**config.mk**
```make
export PLATFORM = sky130hd
export DESIGN_NAME = mdio_arbiter
export DESIGN_NICKNAME = d
export VERILOG_FILES = /design/src/rtl/mdio_arbiter.sv
export SDC_FILE = /design/constraint.sdc
export NUM_CORES = 1
export LEC_CHECK = 0
export ABC_AREA = 1
export CAP_MARGIN = 20
export CELL_PAD_IN_SITES_DETAIL_PLACEMENT = 0
export CELL_PAD_IN_SITES_GLOBAL_PLACEMENT = 2
export CORE_MARGIN = 5
export CORE_UTILIZATION = 25
export CTS_CLUSTER_SIZE = 16
export DETAILED_ROUTE_END_ITERATION = 12
export PLACE_DENSITY = 0.86
export SYNTH_ARGS = -nofsm -noshare
export SYNTH_HDL_FRONTEND = slang
export SYNTH_SLANG_ARGS = --single-unit
```
**constraint.sdc**
```tcl
create_clock -name clk -period 2.8 [get_ports clk]
set_input_delay 0.42 -clock clk [delete_from_list [all_inputs] [get_ports clk]]
set_output_delay 0.42 -clock clk [all_outputs]
set_load 0.1 [all_outputs]
```
**src/rtl/mdio_arbiter.sv**
```systemverilog
// mdio_arbiter: round-robin arbiter feeding Clause-22 frames to one MDIO generator
module mdio_arbiter #(
    parameter int NREQ        = 2,
    parameter int TIMEOUT_CYC = 256
) (
    input  logic              clk,
    input  logic              reset,
    input  logic [NREQ-1:0]   req_valid,
    input  logic [NREQ-1:0]   req_write,
    input  logic [5*NREQ-1:0] req_phyad,
    input  logic [5*NREQ-1:0] req_regad,
    input  logic [16*NREQ-1:0] req_wdata,
    output logic [NREQ-1:0]   req_ready,
    output logic [NREQ-1:0]   rsp_valid,
    output logic [15:0]       rsp_rdata,
    output logic              rsp_err,
    output logic              mdio_start,
    output logic [31:0]       t_data,
    input  logic              mdio_done,
    input  logic [15:0]       mdio_rdata,
    output logic              busy
);
    localparam int LW = $clog2(NREQ);
    localparam int CW = $clog2(TIMEOUT_CYC);

    typedef enum logic [2:0] {IDLE, GRANT, START, WAIT, RESP} state_t;

    state_t          state_q, state_d;
    logic [LW-1:0]   grant_q, grant_d;
    logic [LW-1:0]   last_q, last_d;
    logic [CW-1:0]   cnt_q, cnt_d;
    logic            wr_q, wr_d;
    logic [31:0]     t_data_q, t_data_d;
    logic            mdio_start_q, mdio_start_d;
    logic [NREQ-1:0] req_ready_q, req_ready_d;
    logic [NREQ-1:0] rsp_valid_q, rsp_valid_d;
    logic [15:0]     rsp_rdata_q, rsp_rdata_d;
    logic            rsp_err_q, rsp_err_d;
    logic            busy_q, busy_d;

    logic [4:0]      phy_a [NREQ];
    logic [4:0]      reg_a [NREQ];
    logic [15:0]     wd_a  [NREQ];
    logic [LW-1:0]   pick, idx;
    logic            found;

    for (genvar i = 0; i < NREQ; i++) begin : g_unpack
        assign phy_a[i] = req_phyad[5*i +: 5];
        assign reg_a[i] = req_regad[5*i +: 5];
        assign wd_a[i]  = req_wdata[16*i +: 16];
    end

    // Search for the first pending requester after the last one served, wrapping
    always_comb begin
        found = 1'b0;
        pick  = '0;
        idx   = '0;
        for (int i = 1; i <= NREQ; i++) begin
            idx = LW'((int'(last_q) + i) % NREQ);
            if (!found && req_valid[idx]) begin
                found = 1'b1;
                pick  = idx;
            end
        end
    end

    // Next-state and registered-output computation
    always_comb begin
        state_d      = state_q;
        grant_d      = grant_q;
        last_d       = last_q;
        cnt_d        = cnt_q;
        wr_d         = wr_q;
        t_data_d     = t_data_q;
        mdio_start_d = 1'b0;
        req_ready_d  = '0;
        rsp_valid_d  = '0;
        rsp_rdata_d  = rsp_rdata_q;
        rsp_err_d    = rsp_err_q;
        case (state_q)
            IDLE: begin
                if (found) begin
                    state_d            = GRANT;
                    grant_d            = pick;
                    wr_d               = req_write[pick];
                    req_ready_d[pick]  = 1'b1;
                    t_data_d = {2'b01, req_write[pick] ? 2'b01 : 2'b10, phy_a[pick], reg_a[pick],
                                req_write[pick] ? 2'b10 : 2'b00, req_write[pick] ? wd_a[pick] : 16'h0000};
                end
            end
            GRANT: begin
                state_d      = START;
                mdio_start_d = 1'b1;
            end
            START: begin
                state_d = WAIT;
                cnt_d   = '0;
            end
            WAIT: begin
                cnt_d = cnt_q + 1'b1;
                if (mdio_done) begin
                    state_d              = RESP;
                    rsp_valid_d[grant_q] = 1'b1;
                    rsp_rdata_d          = wr_q ? 16'h0000 : mdio_rdata;
                    rsp_err_d            = 1'b0;
                end else if (cnt_q == CW'(TIMEOUT_CYC - 1)) begin
                    state_d              = RESP;
                    rsp_valid_d[grant_q] = 1'b1;
                    rsp_rdata_d          = 16'hFFFF;
                    rsp_err_d            = 1'b1;
                end
            end
            RESP: begin
                state_d = IDLE;
                last_d  = grant_q;
            end
            default: state_d = IDLE;
        endcase
        busy_d = (state_d != IDLE);
    end

    // State and output registers; reset aborts any transaction in flight
    always_ff @(posedge clk or negedge reset) begin
        if (!reset) begin
            state_q      <= IDLE;
            grant_q      <= '0;
            last_q       <= LW'(NREQ - 1);
            cnt_q        <= '0;
            wr_q         <= 1'b0;
            t_data_q     <= '0;
            mdio_start_q <= 1'b0;
            req_ready_q  <= '0;
            rsp_valid_q  <= '0;
            rsp_rdata_q  <= '0;
            rsp_err_q    <= 1'b0;
            busy_q       <= 1'b0;
        end else begin
            state_q      <= state_d;
            grant_q      <= grant_d;
            last_q       <= last_d;
            cnt_q        <= cnt_d;
            wr_q         <= wr_d;
            t_data_q     <= t_data_d;
            mdio_start_q <= mdio_start_d;
            req_ready_q  <= req_ready_d;
            rsp_valid_q  <= rsp_valid_d;
            rsp_rdata_q  <= rsp_rdata_d;
            rsp_err_q    <= rsp_err_d;
            busy_q       <= busy_d;
        end
    end

    assign req_ready  = req_ready_q;
    assign rsp_valid  = rsp_valid_q;
    assign rsp_rdata  = rsp_rdata_q;
    assign rsp_err    = rsp_err_q;
    assign mdio_start = mdio_start_q;
    assign t_data     = t_data_q;
    assign busy       = busy_q;
endmodule

```
==> impl_metrics.tcl, run 1 <==
set metrics [dict create \
    hpwl_mm 6.92 \
    netlist.area_leader.share_pct 49.3 \
    antenna_cells 0 \
    clk_latency_ps 330 \
    synth_ff_type "dfrtp_1" \
    netlist_instances 424 \
    path_common_cell "nand2_2" \
    post-cts-setup-buffer-count 0 \
    drv_slew 0 \
    die_h_microns 124 \
    worst-slew-pin-transition_ps 859 \
    drive_above_1_share_pct 16.9 \
    die_area_sq_um 15400 \
    cts_made_buffers 9 \
    crit_family "simple AND/OR/NAND/NOR gates" \
    drt-initial-drc-count 187 \
    post-place-cells 705 \
    critPathKind "primary input to flip-flop" \
    slowest_stage "clkdlybuf4s50_1" \
    path_max_fanout 18 \
    status "finished, final reports clean" \
    tritoncts "yes" \
    yosys.area.top_type "dfrtp_1" \
    ant_nets 0 \
    grt_pass1_vias 3157 \
    track_usage_pct 13.0 \
    cts_max_level 3 \
    crit_buf_inv 1 \
    boundaryPins 130 \
    setup_tns_ps 0 \
    synthTopCellsByCount "nand2_1, dfrtp_1, nand3_1" \
    synth.most_common_cell "nand2_1" \
    path_clk_slew_ps 50 \
    fmax_mhz 521 \
    firstDrtPassIters 4 \
    drc_errors 0 \
    skew_ps 7.24 \
    start_util_pct 25.6 \
    ys_top_cells_by_area "dfrtp_1, nand2_1, nand3_1, inv_1, buf_4" \
    setup_violations 0 \
    wire_per_inst_microns 13.4 \
    slew-limit-headroom_pct 42.7 \
    vias 3022 \
    vias_per_cell 4.19 \
    rsz0062_at_grt "no" \
    overflow 0 \
    cts_sinks 65 \
    path_cells "clkdlybuf4s50_1 -> nand2_2 -> nand2_2 -> nand2_1 -> nand2_2 -> nand2_1 -> o21a_1" \
    hold_viol 0 \
    grt_max_degree 66 \
    io_buffers 127 \
    die-width_microns 124 \
    worstPathRequired_ps 3020 \
    ys_async_sr_fraction_pct 100 \
    ys_seq_elements 65 \
    routed_wl_mm 9.69 \
    core_sq_um 12700 \
    startpoint_type "primary input" \
    min_path_type "primary input to async pin" \
    cts_root_buffer "clkbuf_16" \
    fin_nets 620 \
    fin_cells 721 \
    fp-row-count 41 \
    antenna_found_initial 0 \
    avgSynthCellArea_sq_um 7.66 \
    max_stage_delay_ps 510 \
    endpoint_kind "flip-flop" \
    post_cts_resized 0 \
    finalCritPeriodShare_pct 68.5 \
    max-cap-violations 0 \
    fin_crit_ps 1920 \
    synth_cell_types 29 \
    synth-edff-count 0 \
    clk_path_buf_depth 2 \
    mappedNetlistArea_sq_um 3250 \
    gp_congestion 0.771 \
    ys_warn_count 0 \
    synth_seq_area_share_pct 50.1 \
    ctsHoldBuffers 0 \
    area_growth_pct 47.4 \
    grt_pass1_wl_mm 15.6 \
    cp.arrival_ps 2140 \
]
## layout by cell type (no fill, tap or decap)
| master | n |
|---|---|
| ha_1 | 1 |
| or2_2 | 2 |
| xor2_1 | 1 |
| nor3_1 | 1 |
| a22o_1 | 1 |
| buf_2 | 1 |
| conb_1 | 2 |
| bufinv_16 | 2 |
| nor2_1 | 18 |
| nor2_2 | 4 |
| clkinv_1 | 1 |
| o21ai_1 | 10 |
| nand2_2 | 6 |
| dfstp_2 | 1 |
| buf_4 | 59 |
| inv_2 | 2 |
| o21ai_0 | 5 |
| clkinv_2 | 1 |
| inv_4 | 1 |
| dfrtp_1 | 64 |
| clkbuf_8 | 1 |
| nand2_4 | 2 |
| a31oi_1 | 1 |
| clkbuf_16 | 9 |
| nand2_1 | 188 |
| inv_1 | 24 |
| clkdlybuf4s50_1 | 73 |
| nand3_1 | 59 |
| o21bai_1 | 1 |
| nor2_4 | 2 |
| nand3b_1 | 2 |
| o21a_1 | 1 |
| clkbuf_1 | 3 |
## stage by stage
step	hold slack, ps	area (sq um)	util (%)	setup slack, ps
after global placement	426	4470	35.3	555
after floorplan	124	3250	-	1480
after detailed placement	427	4470	35.3	525
after CTS	326	4790	37.8	874
after global routing	386	4790	37.8	680
final	297	4790	37.8	881
## final cells by class
cell class	instances	area, sq um
inverter	28	108
clock buffer	13	250
tap	172	215
clock inverter	3	65.1
sequential	65	1630
timing repair buffer	133	1180
fill	1343	7880
multi-input combinational	307	1340
## routing by layer
metal  up-vias  wire, microns  GRT usage [%]
met1      1365           4340           16.7
met2        88           4510           21.0
li1       1558              -              -
met3        11            697           3.72
met5         -              0              0
met4         0            140           4.79
## registers in the layout (all words and copies together), names as in the netlist
signal / cells
last_q: 1
grant_q: 1
state_q: 3
rsp_err: 1
t_data: 29
rsp_rdata: 16
rsp_valid: 2
busy: 1
req_ready: 2
cnt_q: 8
mdio_start: 1
## final timing paths
kind,startpoint,to,slack [ps],cells past startpoint
min in group clk,grant_q$_DFFE_PN0P_,rsp_valid[0]$_DFF_PN0_,430,1
min reg2reg,grant_q$_DFFE_PN0P_,rsp_valid[0]$_DFF_PN0_,430,1
max,req_valid[0],t_data[29]$_DFFE_PN0P_,880,7
max reg2reg,last_q$_DFFE_PN1N_,t_data[29]$_DFFE_PN0P_,960,6
min,reset,cnt_q[1]$_DFFE_PN0P_,300,2
max in group asynchronous,reset,rsp_rdata[8]$_DFFE_PN0P_,1950,2
## cell families (layout without fill, tap and decap cells)
group | count (synthesis) | after routing | share of synthesized area (%)
simple gates | 284 | 284 | 37.2
fa+ha+maj | 1 | 1 | 0.385
flops | 65 | 65 | 50.1
other cells | 1 | 2 | 0.115
buf+inv | 53 | 177 | 8.63
xor+xnor | 1 | 1 | 0.270
compound gates | 19 | 19 | 3.24
Power of run 1 is not shown: default switching activity piles up to over one toggle a cycle in this logic, so the estimate is an artifact.
==> run 2, diff against run 1 <==
--- a/config.mk
+++ b/config.mk
@@ -10,10 +10,10 @@
 export CELL_PAD_IN_SITES_DETAIL_PLACEMENT = 0
 export CELL_PAD_IN_SITES_GLOBAL_PLACEMENT = 2
 export CORE_MARGIN = 5
-export CORE_UTILIZATION = 25
+export CORE_UTILIZATION = 23
 export CTS_CLUSTER_SIZE = 16
 export DETAILED_ROUTE_END_ITERATION = 12
-export PLACE_DENSITY = 0.86
+export PLACE_DENSITY = 0.8
 export SYNTH_ARGS = -nofsm -noshare
 export SYNTH_HDL_FRONTEND = slang
 export SYNTH_SLANG_ARGS = --single-unit
==> constraint.sdc (replaced) <==
create_clock -name clk -period 1.9 [get_ports clk]
set_input_delay 0.285 -clock clk [delete_from_list [all_inputs] [get_ports clk]]
set_output_delay 0.285 -clock clk [all_outputs]
set_load 0.1 [all_outputs]
==> impl_metrics.tcl, run 2 (synthesized netlist as in run 1, its figures left out) <==
set metrics [dict create \
    finalCritPeriodShare_pct 84.1 \
    tritoncts "yes" \
    antenna_found_initial 0 \
    gp_congestion 0.753 \
    final_cell_mix "nand2_1, clkdlybuf4s50_1, dfrtp_1, buf_4, nand3_1" \
    cts_root_buffer "clkbuf_16" \
    num-fill-cells 1476 \
    wire_per_inst_microns 13.3 \
    setup_violations 0 \
    fmax_mhz 626 \
    hold_viol 0 \
    startpoint_type "flip-flop" \
    fin_crit_ps 1600 \
    boundaryPins 130 \
    clk_latency_ps 320 \
    status "finished, final reports clean" \
    rsz0062_at_grt "no" \
    vias_per_cell 4.14 \
    firstDrtPassIters 4 \
    skew_ps 6.56 \
    drv_slew 0 \
    path_max_fanout 20 \
    grt_pass1_wl_mm 16.4 \
    endpoint_kind "flip-flop" \
    overflow 0 \
    die_h_microns 129 \
    io_buffers 127 \
    path_clk_slew_ps 60 \
    core_sq_um 13900 \
    met3_length_microns 733 \
    worst-slew-pin-transition_ps 517 \
    final_common_cell "nand2_1" \
    worstPathRequired_ps 2120 \
    cts_made_buffers 9 \
    area_growth_pct 50.7 \
    drt-initial-drc-count 105 \
    cts_sinks 65 \
    fp-row-count 43 \
    die_area_sq_um 16600 \
    slew-limit-headroom_pct 65.3 \
    drive_above_1_share_pct 18.3 \
    cts_max_level 3 \
    met1Wirelength_mm 4.52 \
    track_usage_pct 12.3 \
    hpwl_mm 7.45 \
    start_util_pct 23.4 \
    clk_path_buf_depth 2 \
    routed-wl-met2_mm 4.47 \
    setup_tns_ps 0 \
    antenna_cells 0 \
    highest_layer "met4" \
    grt_max_degree 35 \
    ant_nets 0 \
    max-cap-violations 0 \
    drc_errors 0 \
    critPathKind "flip-flop to flip-flop" \
    die-width_microns 129 \
    largest_reg_flops 29 \
    grt_pass1_vias 3278 \
    cp.arrival_ps 1810 \
    vias 3044 \
    fin_nets 627 \
    post_cts_resized 0 \
    min_path_type "flip-flop to flip-flop" \
    routed_wl_mm 9.83 \
]
==> run 2: changes by cell type in the layout (fill, tap and decap cells not counted), sizes merged <==
| cell | delta |
|---|---|
| buf | +6 |
| clkbuf | -3 |
| clkinv | +1 |
| clkinvlp | +1 |
| dlygate4sd3 | +1 |
| inv | +1 |
==> run 2: area by class of cell <==
type	count	area (sq um)	share of cell area [%]
Multi-Input combinational cell	307	1340	27.4
Clock buffer	10	239	4.88
Tap cell	180	225	4.60
Clock inverter	6	90.1	1.84
Timing Repair Buffer	140	1260	25.8
Inverter	28	108	2.20
Sequential cell	65	1630	33.3
==> run 2: worst max-delay path, stage by stage, from the launching register on <==
cell and delay (ps):
dfrtp_1 410, ha_1 220, nand2_1 80, nor2_1 120, nand2_2 90, nand2_4 200, nand2_4 200, nand2_1 110
nand2_1 50
==> run 2: routing by layer <==
metal | track usage, % | vias up
li1 | - | 1572
met1 | 15.8 | 1375
met2 | 19.8 | 88
met3 | 4.32 | 9
met4 | 3.09 | 0
met5 | 0 | -
==> run 2: repair_timing <==
item	in CTS	in global routing
hold buffers	1	0
hold endpoints to repair	32	0
buffers inserted	0	0
setup endpoints to repair	0	0
==> run 2: path summary, 6_finish.rpt <==
kind | start | to | slack [ps] | cells past startpoint
setup / recovery | cnt_q[0]$_DFFE_PN0P_ | rsp_rdata[13]$_DFFE_PN0P_ | 300 | 8
max in group asynchronous | reset | last_q$_DFFE_PN1N_ | 840 | 3
setup reg to reg | cnt_q[0]$_DFFE_PN0P_ | rsp_rdata[13]$_DFFE_PN0P_ | 300 | 8
hold / removal | grant_q$_DFFE_PN0P_ | rsp_valid[0]$_DFF_PN0_ | 440 | 1
min in group asynchronous | reset | cnt_q[0]$_DFFE_PN0P_ | 480 | 2
hold reg to reg | grant_q$_DFFE_PN0P_ | rsp_valid[0]$_DFF_PN0_ | 440 | 1
==> run 2: stage by stage <==
step	setup WS [ps]	area (sq um)	hold WS, ps	utilization, %	cells
floorplan	578	3250	-10.6	-	425
finish	302	4890	440	35.3	736
CTS	280	4890	437	35.3	736
global placement	221	4550	280	32.8	719
detailed placement	161	4550	286	32.8	719
global route	77.7	4890	472	35.3	736
Power of run 2 is left out for the same reason.
